===== config.mk =====
export PLATFORM = sky130hd
export DESIGN_NAME = pc_sequencer_flat
export DESIGN_NICKNAME = d
export VERILOG_FILES = /design/src/rtl/pc_sequencer_if.sv /design/src/rtl/pc_sequencer.sv /design/src/flat_wrapper.sv
export SDC_FILE = /design/constraint.sdc
export NUM_CORES = 1
export LEC_CHECK = 0
export CORE_MARGIN = 1.5
export CORE_UTILIZATION = 35
export DETAILED_ROUTE_END_ITERATION = 12
export GPL_ROUTABILITY_DRIVEN = 0
export PLACE_DENSITY = 0.59
export SYNTH_ARGS = -nofsm -noshare
export SYNTH_HDL_FRONTEND = slang
export SYNTH_SLANG_ARGS = --single-unit

===== constraint.sdc =====
create_clock -name clk -period 15.3 [get_ports clk]
set_clock_uncertainty 0.2 [all_clocks]
set_input_delay 4.59 -clock clk [delete_from_list [all_inputs] [get_ports clk]]
set_output_delay 4.59 -clock clk [all_outputs]
set_load 0.01 [all_outputs]

===== src/rtl/pc_sequencer_if.sv =====
// Control and status bundle between the instruction sequencer and its
// surrounding fetch/decode logic.
interface pc_sequencer_if;
  logic        stall;
  logic        branch_taken;
  logic        is_jal;
  logic        is_jalr;
  logic [11:0] imm12;
  logic [19:0] imm20;
  logic [31:0] rs1_val;
  logic [31:0] inst_add;
  logic [31:0] link_add;
  logic        valid;
  logic        halted;
  logic        err;

  // Side that issues control requests and observes the instruction index
  modport master (
    output stall, branch_taken, is_jal, is_jalr, imm12, imm20, rs1_val,
    input  inst_add, link_add, valid, halted, err
  );

  // The sequencer itself
  modport slave (
    input  stall, branch_taken, is_jal, is_jalr, imm12, imm20, rs1_val,
    output inst_add, link_add, valid, halted, err
  );
endinterface


===== src/rtl/pc_sequencer.sv =====
// Instruction-index sequencer: steps through 0..LAST_ADDR, takes
// JALR/JAL/branch redirects with a one-cycle flush bubble, and stops in
// HALT at the end of the program or on an out-of-range redirect.
//
//   state | meaning
//   ------+-------------------------------------------------------------
//   INIT  | one cycle after reset for the immediate table to load
//   RUN   | inst_add is live; control inputs honoured when not stalled
//   FLUSH | bubble after a redirect; control inputs ignored
//   HALT  | stopped (end of program or bad target); only reset exits
module pc_sequencer #(
  parameter int LAST_ADDR = 26,
  parameter int STEP      = 1
) (
  input logic            clk,
  input logic            reset,
  pc_sequencer_if.slave  bus
);

  localparam logic [31:0] LAST_W = 32'(LAST_ADDR);
  localparam logic [31:0] STEP_W = 32'(STEP);

  typedef enum logic [1:0] {
    INIT  = 2'd0,
    RUN   = 2'd1,
    FLUSH = 2'd2,
    HALT  = 2'd3
  } state_t;

  state_t      state_q, state_nxt;
  logic [31:0] inst_q, inst_nxt;
  logic [31:0] link_q, link_nxt;
  logic        err_q, err_nxt;

  logic [31:0] imm12_ext;
  logic [31:0] imm20_ext;
  logic [31:0] target;
  logic        redirect;

  assign imm12_ext = {{20{bus.imm12[11]}}, bus.imm12};
  assign imm20_ext = {{12{bus.imm20[19]}}, bus.imm20};
  assign redirect  = bus.is_jalr | bus.is_jal | bus.branch_taken;

  // Redirect target, highest-priority source wins; JALR keeps bit 0
  always_comb begin
    target = bus.inst_add + imm12_ext;
    if (bus.is_jalr) begin
      target = bus.rs1_val + imm12_ext;
    end else if (bus.is_jal) begin
      target = inst_q + imm20_ext;
    end else begin
      target = inst_q + imm12_ext;
    end
  end

  // State, index, link and error registers; reset overrides stall
  always_ff @(posedge clk) begin
    if (reset) begin
      state_q <= INIT;
      inst_q  <= '0;
      link_q  <= '0;
      err_q   <= 1'b0;
    end else begin
      state_q <= state_nxt;
      inst_q  <= inst_nxt;
      link_q  <= link_nxt;
      err_q   <= err_nxt;
    end
  end

  // Next-state and datapath updates
  always_comb begin
    state_nxt = state_q;
    inst_nxt  = inst_q;
    link_nxt  = link_q;
    err_nxt   = err_q;
    case (state_q)
      INIT: begin
        state_nxt = RUN;
        inst_nxt  = '0;
      end
      RUN: begin
        if (!bus.stall) begin
          if (redirect) begin
            if (bus.is_jalr || bus.is_jal) begin
              link_nxt = inst_q + STEP_W;
            end
            if (target <= LAST_W) begin
              inst_nxt  = target;
              state_nxt = FLUSH;
            end else begin
              err_nxt   = 1'b1;
              state_nxt = HALT;
            end
          end else if (inst_q < LAST_W) begin
            inst_nxt = inst_q + STEP_W;
          end else begin
            state_nxt = HALT;
          end
        end
      end
      FLUSH: begin
        if (!bus.stall) begin
          state_nxt = RUN;
        end
      end
      HALT: begin
        state_nxt = HALT;
      end
      default: begin
        state_nxt = INIT;
      end
    endcase
  end

  // Status outputs decoded from the registered state
  always_comb begin
    bus.inst_add = inst_q;
    bus.link_add = link_q;
    bus.err      = err_q;
    bus.valid    = (state_q == RUN);
    bus.halted   = (state_q == HALT);
  end

endmodule


===== src/flat_wrapper.sv =====
// flat-port wrapper written by rule: the top's interface ports become plain ports
module pc_sequencer_flat 
#(
  parameter int LAST_ADDR = 26,
  parameter int STEP      = 1
)
  (clk, reset, bus_stall, bus_branch_taken, bus_is_jal, bus_is_jalr, bus_imm12, bus_imm20, bus_rs1_val, bus_inst_add, bus_link_add, bus_valid, bus_halted, bus_err);
  pc_sequencer_if bus_i ();
  input logic clk;
  input logic reset;
  input wire logic [$bits(bus_i.stall)-1:0] bus_stall;
  input wire logic [$bits(bus_i.branch_taken)-1:0] bus_branch_taken;
  input wire logic [$bits(bus_i.is_jal)-1:0] bus_is_jal;
  input wire logic [$bits(bus_i.is_jalr)-1:0] bus_is_jalr;
  input wire logic [$bits(bus_i.imm12)-1:0] bus_imm12;
  input wire logic [$bits(bus_i.imm20)-1:0] bus_imm20;
  input wire logic [$bits(bus_i.rs1_val)-1:0] bus_rs1_val;
  output wire logic [$bits(bus_i.inst_add)-1:0] bus_inst_add;
  output wire logic [$bits(bus_i.link_add)-1:0] bus_link_add;
  output wire logic [$bits(bus_i.valid)-1:0] bus_valid;
  output wire logic [$bits(bus_i.halted)-1:0] bus_halted;
  output wire logic [$bits(bus_i.err)-1:0] bus_err;
  assign bus_i.stall = bus_stall;
  assign bus_i.branch_taken = bus_branch_taken;
  assign bus_i.is_jal = bus_is_jal;
  assign bus_i.is_jalr = bus_is_jalr;
  assign bus_i.imm12 = bus_imm12;
  assign bus_i.imm20 = bus_imm20;
  assign bus_i.rs1_val = bus_rs1_val;
  assign bus_inst_add = bus_i.inst_add;
  assign bus_link_add = bus_i.link_add;
  assign bus_valid = bus_i.valid;
  assign bus_halted = bus_i.halted;
  assign bus_err = bus_i.err;
  pc_sequencer #(.LAST_ADDR(LAST_ADDR), .STEP(STEP)) u_core (.clk(clk), .reset(reset), .bus(bus_i));
endmodule

==> run metrics <==
Leakage=3.52 nW; Reg2Reg Depth=13; hpwl dp=around 18000 um; most instantiated cells after synthesis=111 x nand2_1, 109 x nor2_1, 79 x a21oi_1; library cells used by synthesis=65; Rel. slew slack=0.550; Cell Count Post-Placement=1347; die area=21300 um2; Ports=137; DP Area=just under 9000 um2; Total Negative Setup Slacks=0 ps; fmax=106 MHz; die width=146 um; Final Hold Viols=0; Comb pwr share=0.334; non-filler cells in the finished layout=1362; Worst VDD drop=0.0508 mV; post-route minimum period=9410 ps; Net Sw Frac=0.311; routed wire length=21800 um; EDFF count, synth=0; global-route wire length before repair=~36000 um; CP max FO=28; clock latency on the worst-skew pair=320 ps; HP Class=reg2reg; worst-margin pin slew=657 ps; # setup viols final=0; Mapped Area=7160 um2; drt initial violations=around 470; clock sinks=between 60 and 70; Via density=around 5.5; Antenna Nets Post-Route=0; FFs w/ async S/R, synth=0; Inserted Clock Buffers=9; Mean Syn Cell Area=~7.2 um2; CTS Hold Bufs=0; I/O Buffers=136; largest net degree at the start of global routing=63; Critical Path Sink Type=flip-flop; CP Launch Type=input pin; Yosys top cell area share=0.187; GRT Total Usage=0.204; n_diodes=0; pwr dens=between 60 and 70 nW/um2; Yosys top cell by area=dfxtp_1; Area Overhead vs Synth=25.4%; WL/cell=approximately 16 um; CP Data Arrival Time=9430 ps; Initial DRT Pass Iterations=5; #FFs+latches synth=67; fin crit share=0.615; Root Driver=clkbuf_16; Core Rows=52; DRC=0; layout cells sized above 1=0.0421; Internal=~0.40 mW; Die Ht=146 um; Gate Count Post-Synth=989; antenna violations before repair=0; fillers=2127; sw power=0.181 mW; Register Area=1340 um2; vias in the first global route=about 7000; Req. time, crit path=15320 ps; H-tree levels=3; fin. max-slew vios=0; CTS tree=built; top post-synthesis cells by area=dfxtp_1 19%, ha_1 11%, nand2_1 5.8%; Max clock buf depth=2; area taken by multi-input logic gates=5510 um2; final instance area=8980 um2; initial core utilization=0.355; sequential share of power=0.318; fin nets=1223; hold path depth=2; unrepaired setup endpoints after global routing=false; Synth Flop Type=dfxtp_1; Net Count, Synth=1124; Max-Cap Viols=0; WS Path Type=in2reg; most numerous cell in the Yosys netlist=nand2_1; Clk pin slew, worst setup/hold paths=50 ps; outcome=finished, final reports clean; utilization after layout=0.445; Clk pwr share=0.349; Syn. warnings=0; total gr overflow=0; setup bufs post-CTS=0; Core Box Area=slightly above 20000 um2; via count=7454; register area share after synthesis=0.187; post-CTS resize count=0
-- per-layer routing --
layer,part of all wire,vias to the layer above,GRT usage
met5,0,-,0
met1,0.50,3386,0.292
met3,0.037,23,0.0213
met4,0.016,0,0.0465
met2,0.44,181,0.327
li1,-,3864,-
-- cells in the final DEF, fill, tap and decap left out, types with 9 or more instances in the layout --
cell / n
o21a_1: 17
nor4_1: 13
o21ai_0: 60
o211ai_1: 10
a31oi_1: 13
nand2_1: 111
and3_1: 33
mux2i_1: 12
xor2_1: 38
nand4_1: 32
or3_1: 13
clkdlybuf4s50_1: 136
inv_1: 21
dfxtp_1: 67
a21o_1: 12
a21oi_1: 79
nand2b_1: 10
nor2_1: 109
clkbuf_16: 9
nand3_1: 18
a211oi_1: 36
ha_1: 63
mux2_2: 13
xnor2_1: 31
nor3_1: 17
-- cells by family (layout without fill, tap and decap cells) --
family / Yosys count / after routing / synth area share
xor gates and xnor gates: 69 / 69 / 0.0844
buffers and inverters: 76 / 179 / 0.0433
and+or+nand+nor: 388 / 388 / 0.263
adders and majority gates: 65 / 65 / 0.116
AOI/OAI and AO/OA: 299 / 299 / 0.269
DFF: 67 / 67 / 0.187
muxes: 25 / 25 / 0.0372
-- power groups by stage --
stage                     Combinational (mW)  Clock [mW]  Sequential, mW
final                                  0.194       0.203           0.185
after global routing                   0.215       0.213           0.185
after CTS                              0.193       0.207           0.185
after detailed placement               0.192           0           0.188
after global placement                 0.192           0           0.188
after floorplan                        0.126           0           0.190
-- final timing paths --
kind / start / to / slack (ps)
setup / recovery: bus_is_jal / u_core.bus.inst_add[2] / 5890
hold / removal: u_core.bus.err / u_core.bus.err / 270
setup reg to reg: u_core.bus.inst_add[2] / u_core.bus.inst_add[2] / 10760
hold reg to reg: u_core.bus.err / u_core.bus.err / 270
-- final cells by class --
cell class,instances,share of cell area
multi-input combinational,846,0.614
timing repair buffer,143,0.157
sequential,67,0.149
tap,270,0.0376
clock buffer,13,0.0290
inverter,21,0.00878
clock inverter,2,0.00390
-- sequential cells by signal, indices dropped and copies added (netlist names) --
register,count
u_core.bus.inst_add,32
u_core.state_q,2
u_core.bus.link_add,32
u_core.bus.err,1
-- worst max-delay path, cell delays in order --
cell             delay [ps]
clkdlybuf4s50_1         450
buf_4                   290
mux2_2                  380
ha_1                    220
inv_1                    80
fa_1                    250
nor2b_4                  50
o31a_1                  300
or4_1                   530
a311oi_1                280
a31oi_1                 100
a211o_1                 320
nor4_2                  200
nand4_1                 130
nor4_2                  410
a31oi_1                 280
nand2b_4                320
a31o_1                  250
-- metrics by stage --
stage               power (mW)  hold WS, ps  setup slack, ps
floorplan                0.316          305             6250
global placement         0.381          266             5650
detailed placement       0.380          265             5580
CTS                      0.584          277             5920
global route             0.613          309             5520
finish                   0.582          272             5890
Power figures use the tool's default switching activity.
